[src/rtl/hazard_fwd_ctrl_pkg.sv]
// Shared types for the integer-pipeline forwarding/stall controller: pipeline entry record,
// bubble constant, and the opcode classes decode uses to drive dec_wr / dec_is_load.
package hazard_fwd_ctrl_pkg;

    localparam int unsigned RegAddrW = 5;

    typedef struct packed {
        logic                valid;
        logic [RegAddrW-1:0] rd;
        logic                wr;
        logic                is_load;
    } pipe_entry_t;

    localparam pipe_entry_t Bubble = '0;

    localparam logic [2:0] OpAlu     = 3'd0;
    localparam logic [2:0] OpAluImm  = 3'd1;
    localparam logic [2:0] OpLoad    = 3'd2;
    localparam logic [2:0] OpStore   = 3'd3;
    localparam logic [2:0] OpBranchT = 3'd4;
    localparam logic [2:0] OpBranchF = 3'd5;
    localparam logic [2:0] OpEbreak  = 3'd6;

    function automatic logic op_writes_rd(input logic [2:0] op);
        return op inside {OpAlu, OpAluImm, OpLoad};
    endfunction

    function automatic logic op_is_load(input logic [2:0] op);
        return op == OpLoad;
    endfunction

    // x0 is hard-wired, so it never creates a dependency.
    function automatic logic src_hit(input logic [RegAddrW-1:0] rd, input logic [RegAddrW-1:0] rs,
                                     input logic used);
        return used && (rs != '0) && (rs == rd);
    endfunction

endpackage

[src/rtl/hazard_fwd_ctrl_if.sv]
// Decode/bypass bundle between the pipeline (master) and the forwarding controller (slave).
interface hazard_fwd_ctrl_if #(
    parameter int unsigned XLEN  = 32,
    parameter int unsigned RA_W  = 5,
    parameter int unsigned N_FWD = 2,
    parameter int unsigned CNT_W = 16
);
    logic                    halted;
    logic                    flush;
    logic [RA_W-1:0]         dec_rs1;
    logic [RA_W-1:0]         dec_rs2;
    logic                    dec_rs1_used;
    logic                    dec_rs2_used;
    logic [RA_W-1:0]         dec_rd;
    logic                    dec_wr;
    logic                    dec_is_load;
    logic [N_FWD*XLEN-1:0]   fwd_data;
    logic                    hazard1;
    logic                    hazard2;
    logic [XLEN-1:0]         forward_data1;
    logic [XLEN-1:0]         forward_data2;
    logic                    stall;
    logic [CNT_W-1:0]        stall_count;

    modport master (
        output halted, flush, dec_rs1, dec_rs2, dec_rs1_used, dec_rs2_used, dec_rd, dec_wr,
               dec_is_load, fwd_data,
        input  hazard1, hazard2, forward_data1, forward_data2, stall, stall_count
    );

    modport slave (
        input  halted, flush, dec_rs1, dec_rs2, dec_rs1_used, dec_rs2_used, dec_rd, dec_wr,
               dec_is_load, fwd_data,
        output hazard1, hazard2, forward_data1, forward_data2, stall, stall_count
    );

endinterface

[src/rtl/hazard_fwd_ctrl_mux.sv]
// Bypass select for one EX operand: priority scan over stages 1..N_FWD, youngest match wins.
module hazard_fwd_ctrl_mux
    import hazard_fwd_ctrl_pkg::*;
#(
    parameter int unsigned XLEN       = 32,
    parameter int unsigned N_FWD      = 2,
    parameter int unsigned LOAD_STAGE = 2
) (
    input  pipe_entry_t [N_FWD:1]    ents,
    input  logic [RegAddrW-1:0]      rs,
    input  logic [N_FWD*XLEN-1:0]    fwd_data,
    output logic                     hit,
    output logic [XLEN-1:0]          data,
    output logic                     late_load
);

    // Scan oldest to youngest so the youngest matching stage overwrites the rest.
    always_comb begin
        hit       = 1'b0;
        data      = '0;
        late_load = 1'b0;
        for (int k = N_FWD; k >= 1; k--) begin
            if (ents[k].valid && ents[k].wr && src_hit(ents[k].rd, rs, 1'b1)) begin
                hit       = 1'b1;
                data      = fwd_data[k*XLEN-1 -: XLEN];
                late_load = ents[k].is_load && (k < int'(LOAD_STAGE));
            end
        end
    end

endmodule

[src/rtl/hazard_fwd_ctrl.sv]
// Forwarding/stall controller: in-flight destination tracking, operand bypass, load-use stall,
// branch-flush bubbles, halt freeze and a saturating stall counter.
module hazard_fwd_ctrl
    import hazard_fwd_ctrl_pkg::*;
#(
    parameter int unsigned XLEN       = 32,
    parameter int unsigned RA_W       = RegAddrW,
    parameter int unsigned N_FWD      = 2,
    parameter int unsigned LOAD_STAGE = 2,
    parameter int unsigned CNT_W      = 16
) (
    input logic              clk,
    input logic              rst,
    hazard_fwd_ctrl_if.slave bus
);

    if (RA_W != RegAddrW || N_FWD < 1 || LOAD_STAGE < 1 || LOAD_STAGE > N_FWD) begin : g_param_check
        $error("hazard_fwd_ctrl: unsupported parameter combination");
    end

    pipe_entry_t [N_FWD:0] ents_q;
    logic [RA_W-1:0]       ex_rs1_q;
    logic [RA_W-1:0]       ex_rs2_q;
    logic [CNT_W-1:0]      stall_count_q;
    logic                  load_hit;
    logic                  stall;
    logic                  late1;
    logic                  late2;

    // A load still younger than LOAD_STAGE-1 cannot supply its value when the consumer reaches EX.
    always_comb begin
        load_hit = 1'b0;
        for (int k = 0; k < int'(LOAD_STAGE) - 1; k++) begin
            if (ents_q[k].valid && ents_q[k].wr && ents_q[k].is_load &&
                (src_hit(ents_q[k].rd, bus.dec_rs1, bus.dec_rs1_used) ||
                 src_hit(ents_q[k].rd, bus.dec_rs2, bus.dec_rs2_used))) begin
                load_hit = 1'b1;
            end
        end
    end

    assign stall           = load_hit && !bus.flush;
    assign bus.stall       = stall;
    assign bus.stall_count = stall_count_q;

    always_ff @(posedge clk or posedge rst) begin
        if (rst) begin
            ents_q        <= '0;
            ex_rs1_q      <= '0;
            ex_rs2_q      <= '0;
            stall_count_q <= '0;
        end else if (!bus.halted) begin
            for (int k = 1; k <= int'(N_FWD); k++) begin
                ents_q[k] <= ents_q[k-1];
            end
            if (stall || bus.flush) begin
                ents_q[0] <= Bubble;
                ex_rs1_q  <= '0;
                ex_rs2_q  <= '0;
            end else begin
                ents_q[0] <= '{valid: 1'b1, rd: bus.dec_rd, wr: bus.dec_wr, is_load: bus.dec_is_load};
                ex_rs1_q  <= bus.dec_rs1 & {RA_W{bus.dec_rs1_used}};
                ex_rs2_q  <= bus.dec_rs2 & {RA_W{bus.dec_rs2_used}};
            end
            if (stall && stall_count_q != '1) begin
                stall_count_q <= stall_count_q + 1'b1;
            end
        end
    end

    hazard_fwd_ctrl_mux #(
        .XLEN      (XLEN),
        .N_FWD     (N_FWD),
        .LOAD_STAGE(LOAD_STAGE)
    ) u_mux1 (
        .ents     (ents_q[N_FWD:1]),
        .rs       (ex_rs1_q),
        .fwd_data (bus.fwd_data),
        .hit      (bus.hazard1),
        .data     (bus.forward_data1),
        .late_load(late1)
    );

    hazard_fwd_ctrl_mux #(
        .XLEN      (XLEN),
        .N_FWD     (N_FWD),
        .LOAD_STAGE(LOAD_STAGE)
    ) u_mux2 (
        .ents     (ents_q[N_FWD:1]),
        .rs       (ex_rs2_q),
        .fwd_data (bus.fwd_data),
        .hit      (bus.hazard2),
        .data     (bus.forward_data2),
        .late_load(late2)
    );

    // The stall must keep a consumer away from a load whose data is not yet on fwd_data.
    a_no_late_load: assert property (@(posedge clk) disable iff (rst) !(late1 || late2));

endmodule
[src/flat_wrapper.sv]
// flat-port wrapper written by rule: the top's interface ports become plain ports
module hazard_fwd_ctrl_flat import hazard_fwd_ctrl_pkg::*;
#(
    parameter int unsigned XLEN       = 32,
    parameter int unsigned RA_W       = RegAddrW,
    parameter int unsigned N_FWD      = 2,
    parameter int unsigned LOAD_STAGE = 2,
    parameter int unsigned CNT_W      = 16
)
  (clk, rst, bus_halted, bus_flush, bus_dec_rs1, bus_dec_rs2, bus_dec_rs1_used, bus_dec_rs2_used, bus_dec_rd, bus_dec_wr, bus_dec_is_load, bus_fwd_data, bus_hazard1, bus_hazard2, bus_forward_data1, bus_forward_data2, bus_stall, bus_stall_count);
  hazard_fwd_ctrl_if #(.XLEN(XLEN), .RA_W(RA_W), .N_FWD(N_FWD), .CNT_W(CNT_W)) bus_i ();
  input logic clk;
  input logic rst;
  input wire logic [$bits(bus_i.halted)-1:0] bus_halted;
  input wire logic [$bits(bus_i.flush)-1:0] bus_flush;
  input wire logic [$bits(bus_i.dec_rs1)-1:0] bus_dec_rs1;
  input wire logic [$bits(bus_i.dec_rs2)-1:0] bus_dec_rs2;
  input wire logic [$bits(bus_i.dec_rs1_used)-1:0] bus_dec_rs1_used;
  input wire logic [$bits(bus_i.dec_rs2_used)-1:0] bus_dec_rs2_used;
  input wire logic [$bits(bus_i.dec_rd)-1:0] bus_dec_rd;
  input wire logic [$bits(bus_i.dec_wr)-1:0] bus_dec_wr;
  input wire logic [$bits(bus_i.dec_is_load)-1:0] bus_dec_is_load;
  input wire logic [$bits(bus_i.fwd_data)-1:0] bus_fwd_data;
  output wire logic [$bits(bus_i.hazard1)-1:0] bus_hazard1;
  output wire logic [$bits(bus_i.hazard2)-1:0] bus_hazard2;
  output wire logic [$bits(bus_i.forward_data1)-1:0] bus_forward_data1;
  output wire logic [$bits(bus_i.forward_data2)-1:0] bus_forward_data2;
  output wire logic [$bits(bus_i.stall)-1:0] bus_stall;
  output wire logic [$bits(bus_i.stall_count)-1:0] bus_stall_count;
  assign bus_i.halted = bus_halted;
  assign bus_i.flush = bus_flush;
  assign bus_i.dec_rs1 = bus_dec_rs1;
  assign bus_i.dec_rs2 = bus_dec_rs2;
  assign bus_i.dec_rs1_used = bus_dec_rs1_used;
  assign bus_i.dec_rs2_used = bus_dec_rs2_used;
  assign bus_i.dec_rd = bus_dec_rd;
  assign bus_i.dec_wr = bus_dec_wr;
  assign bus_i.dec_is_load = bus_dec_is_load;
  assign bus_i.fwd_data = bus_fwd_data;
  assign bus_hazard1 = bus_i.hazard1;
  assign bus_hazard2 = bus_i.hazard2;
  assign bus_forward_data1 = bus_i.forward_data1;
  assign bus_forward_data2 = bus_i.forward_data2;
  assign bus_stall = bus_i.stall;
  assign bus_stall_count = bus_i.stall_count;
  hazard_fwd_ctrl #(.XLEN(XLEN), .RA_W(RA_W), .N_FWD(N_FWD), .LOAD_STAGE(LOAD_STAGE), .CNT_W(CNT_W)) u_core (.clk(clk), .rst(rst), .bus(bus_i));
endmodule
[config.mk]
export PLATFORM = sky130hd
export DESIGN_NAME = hazard_fwd_ctrl_flat
export DESIGN_NICKNAME = d
export VERILOG_FILES = /design/src/rtl/hazard_fwd_ctrl_pkg.sv /design/src/rtl/hazard_fwd_ctrl_if.sv /design/src/rtl/hazard_fwd_ctrl_mux.sv /design/src/rtl/hazard_fwd_ctrl.sv /design/src/flat_wrapper.sv
export SDC_FILE = /design/constraint.sdc
export NUM_CORES = 1
export LEC_CHECK = 0
export BUFFER_PORTS_ARGS = -buffer_cell sky130_fd_sc_hd__buf_2
export CORE_MARGIN = 4
export CORE_UTILIZATION = 49
export CTS_CLUSTER_SIZE = 8
export DETAILED_ROUTE_END_ITERATION = 7
export MAX_ROUTING_LAYER = met4
export PLACE_DENSITY = 0.95
export SYNTH_ARGS = -nofsm -noshare
export SYNTH_HDL_FRONTEND = slang
export SYNTH_SLANG_ARGS = --single-unit
[constraint.sdc]
create_clock -name clk -period 5.25 [get_ports clk]
set_input_delay 0.525 -clock clk [delete_from_list [all_inputs] [get_ports clk]]
set_output_delay 0.525 -clock clk [all_outputs]
set_load 0.05 [all_outputs]
**Yosys cells after proc, flatten, opt, wreduce, memory -nomap -nowiden**

Cells that the tools add are included.

- Output and inout port bits: 83
- Input bits: 87
- Bits in registers: 48

- Add/subtract/negate cells: 1
- Equality and inequality tests: 7
- Reductions and logical operators: 27
- Bitwise operators: 3
- Muxes and demuxes: 12

Operators with widths:

| cell | number |
|---|---|
| $mux 32 | 4 |
| $eq 5x5->1 | 6 |
| $reduce_bool 5->1 | 4 |
| $logic_and 1x1->1 | 19 |
| $add 16x1->16 const B | 1 |
| $ne 16x16->1 const B | 1 |
| $and 5x5->5 | 2 |
| $mux 5 | 2 |
| $mux 8 | 1 |
| $mux 1 | 5 |
| $logic_or 1x1->1 | 2 |
| $reduce_and 2->1 | 1 |
| $logic_not 1->1 | 1 |
| $not 1->1 | 1 |

**Depth between registers and ports, before layout**

- Depth in word-level cells: 9
- Depth in mapped cells: 7
- Mapped depth without buffers: 6

**By module**

Synthesis repeated with hierarchy kept, for this count alone.

- Cells, all modules: 378
- Area total of the unflattened synthesis: 4119.0 um2

By module, submodules not included:

| module | area each (um2) | times used | cells an instance | sequential area each (um2) |
|---|---|---|---|---|
| hazard_fwd_ctrl | 2279.7 | 1 | 176 | 1251.2 |
| hazard_fwd_ctrl_mux | 919.6 | 2 | 101 | 0.0 |

**Worst setup path before layout**

Ideal clock, no wire load.

- Path type: input to output
- From: input bus_dec_rs1[4]
- To: output bus_stall
- Cell stages on the path: 5
- Data arrival time: 1.933 ns
- Path slack: 2.792 ns
- Cell sequence: or2_0 > o21ai_1 > nand3_2 > a21oi_2 > nor2b_1

- Word-level cells in the longest chain between the ends: 7
- Elaborated cells on any way between the ends: 8
- Those cells by class: eq/ne (1); mux (1); reduce/logical (6)

Ends and longest elaborated chain:

| item | RTL line | text |
|---|---|---|
| start, declared | flat_wrapper.sv:16 | `input wire logic [$bits(bus_i.dec_rs1)-1:0] bus_dec_rs1;` |
| $reduce_bool 5->1 | hazard_fwd_ctrl_pkg.sv:35 | `return used && (rs != '0) && (rs == rd);` |
| $logic_and 1x1->1 | hazard_fwd_ctrl_pkg.sv:35 |  |
| $logic_and 1x1->1 * | hazard_fwd_ctrl_pkg.sv:35 |  |
| $logic_or 1x1->1 * | hazard_fwd_ctrl.sv:35 | `(src_hit(ents_q[k].rd, bus.dec_rs1, bus.dec_rs1_used) \|\|` |
| $logic_and 1x1->1 * | hazard_fwd_ctrl.sv:34 | `if (ents_q[k].valid && ents_q[k].wr && ents_q[k].is_load &&` |
| $mux 1 * | hazard_fwd_ctrl.sv:34 |  |
| $logic_and 1x1->1 * | hazard_fwd_ctrl.sv:42 | `assign stall = load_hit && !bus.flush;` |
| end, declared | flat_wrapper.sv:28 | `output wire logic [$bits(bus_i.stall)-1:0] bus_stall;` |

Every way passes the cells marked *; elsewhere a longest branch is shown, timed or not.

**Final worst setup path**

- From: register u_core.ex_rs1_q[1]
- To: output bus_forward_data1[18]

- Word-level cells in the longest chain between the ends: 5
- Elaborated cells on any way between the ends: 9
- Those cells by class: eq/ne (2); mux (2); reduce/logical (5)

Ends and longest elaborated chain:

| item | RTL line | text |
|---|---|---|
| start, declared | hazard_fwd_ctrl.sv:22 | `logic [RA_W-1:0] ex_rs1_q;` |
| start signal, assigned | hazard_fwd_ctrl.sv:62 | `ex_rs1_q <= bus.dec_rs1 & {RA_W{bus.dec_rs1_used}};` |
| $eq 5x5->1 or $reduce_bool 5->1 (tied branches) | hazard_fwd_ctrl_pkg.sv:35 |  |
| $logic_and 1x1->1 | hazard_fwd_ctrl_pkg.sv:35 |  |
| $logic_and 1x1->1 | hazard_fwd_ctrl_mux.sv:23 | `if (ents[k].valid && ents[k].wr && src_hit(ents[k].rd, rs, 1'b1)) begin` |
| $mux 32 | hazard_fwd_ctrl_mux.sv:23 |  |
| $mux 32 * | hazard_fwd_ctrl_mux.sv:23 |  |
| end, declared | flat_wrapper.sv:26 | `output wire logic [$bits(bus_i.forward_data1)-1:0] bus_forward_data1;` |

Marks and branches as above.

==> results.sh <==
export IMPL_status="completed"
export IMPL_die_width_um=87.5
export IMPL_via_count=3081
export IMPL_cap_violations=0
export IMPL_synthAdderAreaFrac_pct=0.404
export IMPL_placed_cell_area_um2=3980
export IMPL_yosysTopAreaCellShare_pct=38.8
export IMPL_critical_path_slowest_cell="nor2_2"
export IMPL_yosysTopAreaCell="dfrtp_1"
export IMPL_antenna_found_initial=3
export IMPL_syn_area_um2=3100
export IMPL_fin_util_pct=67.8
export IMPL_drt_wl_total_um=9570
export IMPL_finClkSkew_ns=0.00649
export IMPL_cp_max_fo=33
export IMPL_grt_pass1_vias=2969
export IMPL_hold_violations=0
export IMPL_p_clk_share_pct=27.1
export IMPL_avgViaCountPerCell=5.89
export IMPL_p_per_area_nw_per_um2=210
export IMPL_core_um2=6030
export IMPL_final_period_utilization_pct=67.2
export IMPL_synth_seq_cells=48
export IMPL_ant_nets=0
export IMPL_worstSetupEndpointType="output port"
export IMPL_first_pass_iters=4
export IMPL_p_int_uw=586
export IMPL_critical_path_max_stage_delay_ns=0.97
export IMPL_grt_pass1_wl_um=14500
export IMPL_tightest_slew_ns=1.26
export IMPL_drive_gt1_share_pct=47.6
export IMPL_port_buffers=169
export IMPL_mostFrequentLayoutCells="buf_2, a22o_1, dfrtp_1"
export IMPL_required_ns=4.72
export IMPL_synth_area_top_cells="dfrtp_1, a22o_1, xnor2_1, mux2_2, xor2_1"
export IMPL_peakVddDrop_v=0.000231
export IMPL_synth_simple_area_share_pct=14.7
export IMPL_synth_top_family_by_area="compound AO/OA/AOI/OAI gates"
export IMPL_max_freq_ghz=0.283
export IMPL_clock_sinks=48
export IMPL_clk_latency_ns=0.30
export IMPL_syn_to_final_growth_pct=31.8
export IMPL_start_util_pct=51.4
export IMPL_power_frac_comb_pct=23.4
export IMPL_cpMostUsedCell="nor2_2"
export IMPL_drv_slew=0
export IMPL_design_area_um2=4080
export IMPL_grt_total_usage_pct=24.5
export IMPL_grt_overflow=0
export IMPL_syn_inst=283
export IMPL_avgSynthCellArea_um2=10.9
export IMPL_cts_root_buffer="clkbuf_8"
export IMPL_setup_viol=0
export IMPL_p_leak_uw=0.00218
export IMPL_period_minus_slack_ns=3.53
export IMPL_seqPwrFrac_pct=49.6
export IMPL_synthDistinctLibCells=40
export IMPL_hp_class="in2async"
export IMPL_io_pins=170
export IMPL_dp_hpwl_um=7490
export IMPL_holdBufCountCts=0
export IMPL_regToRegSetupSlack_ns=3.03
export IMPL_layout_commonest_cell="buf_2"
export IMPL_clk_pin_slew_worst_paths_ns=0.09
export IMPL_route_detailed_drc=0
export IMPL_sw_frac_of_total_pct=31.6
export IMPL_crit_type="reg2out"
export IMPL_synthXorXnorAreaFrac_pct=11.6
export IMPL_synthMuxAreaShare_pct=6.18
export IMPL_htree_levels=2
export IMPL_cts_buffers=5
export IMPL_die_h_um=87.5
export IMPL_die_area_um2=7660
export IMPL_tns_ns=0
export IMPL_drtIter0Drc=148
export IMPL_tritoncts="yes"
export IMPL_gp_congestion=0.879
export IMPL_clk_path_buf_depth=2
export IMPL_syn_num_nets=371
export IMPL_rows=28
export IMPL_yosysWarnings=0
export IMPL_arrival_ns=3.00
export IMPL_nets=532
export IMPL_rsz0062_at_grt="no"
export IMPL_synth_compound_area_share_pct=25.1
export IMPL_max_slew_margin_rel_pct=15.8
export IMPL_yosysSeqAreaShare_pct=38.8
export IMPL_post_cts_buffers=0
export IMPL_cts_resized_gates=0
export IMPL_start_kind="flop"
export IMPL_path_cells="nor3_1, nand2_1, nand4_1, nor2_2, buf_4, nor2_2, a22o_1, buf_2"
export IMPL_p_sw_uw=271
export IMPL_grt_max_degree=49
export IMPL_wl_per_cell_um=18.3
==> layer usage <==
metal | wire, um | global-route usage (%) | vias up
met5 | 0 | - | -
met4 | 326 | 12.4 | 0
met3 | 766 | 3.69 | 20
met2 | 5000 | 42.5 | 154
met1 | 3470 | 27.2 | 1480
li1 | - | - | 1427
==> power groups by stage <==
stage                     registers (uW)  logic (uW)  clock network, uW
after floorplan                      423         129                  0
after global placement               429         193                  0
after detailed placement             431         199                  0
after CTS                            424         201                237
after global routing                 427         216                252
final                                425         200                232
==> synth_stat cells (all sizes together) <==
cell / count
nor2b: 1
a21oi: 1
nor2: 7
xor2: 14
and4: 2
nor3b: 2
nor3: 8
and3: 4
nand2: 13
a32o: 10
nor4: 7
xnor2: 27
a211oi: 1
or2: 3
and2: 1
ha: 1
buf: 11
nand3: 6
o21bai: 1
nand2b: 1
a21o: 1
nor4b: 1
nand4: 10
inv: 2
dfrtp: 48
mux2: 17
a22o: 71
or3: 1
o21ai: 4
clkbuf: 7
==> stage by stage <==
| step | worst slack, ns | instances | power [uW] | hold WS (ns) |
|---|---|---|---|---|
| 6_report | 1.72 | 523 | 857 | 0.352 |
| 3_5_place_dp | 2.05 | 512 | 630 | 0.483 |
| 5_1_grt | 1.48 | 523 | 895 | 0.397 |
| 2_1_floorplan | 2.79 | 283 | 553 | 0.472 |
| 3_3_place_gp | 2.11 | 512 | 622 | 0.468 |
| 4_1_cts | 1.71 | 520 | 861 | 0.374 |
==> path summary, 6_finish.rpt <==
path / start / to / cells past startpoint
max: u_core.ex_rs1_q[1] / bus_forward_data1[18] / 8
min: rst / u_core.bus.stall_count[13] / 3
max reg2reg: u_core.ents_q[6] / u_core.bus.stall_count[14] / 6
min reg2reg: u_core.bus.stall_count[13] / u_core.bus.stall_count[13] / 1
max in group asynchronous: rst / u_core.ents_q[10] / 3
min in group clk: bus_dec_rd[3] / u_core.ents_q[5] / 2
==> final cells by class <==
class	count	area, um^2
fillers	442	1940
multi-input cells	215	1810
flip-flops and latches	48	1200
repair buffers	172	868
well taps	75	93.8
clock buffers	6	82.6
clock inverters	2	13.8
inverters	2	7.51
diodes	3	7.51
==> critical path: cells and delay by family, from the launching register on <==
| kind | cells | cell delay, ns |
|---|---|---|
| AOI/OAI and AO/OA | 1 | 0.29 |
| buffers and inverters | 2 | 0.51 |
| DFF | 1 | 0.46 |
| and+or+nand+nor | 5 | 1.42 |
==> sequential cells by signal (all words and copies together) (netlist names) <==
signal	cells
u_core.ents_q	22
u_core.ex_rs2_q	5
u_core.bus.stall_count	16
u_core.ex_rs1_q	5
==> logic make-up after synthesis <==
group | count (synthesis)
muxes | 17
buffers and inverters | 20
adders and majority gates | 1
AOI/OAI and AO/OA | 89
xor gates and xnor gates | 41
DFF | 48
and+or+nand+nor | 67
(Power assumes the default switching activity.)
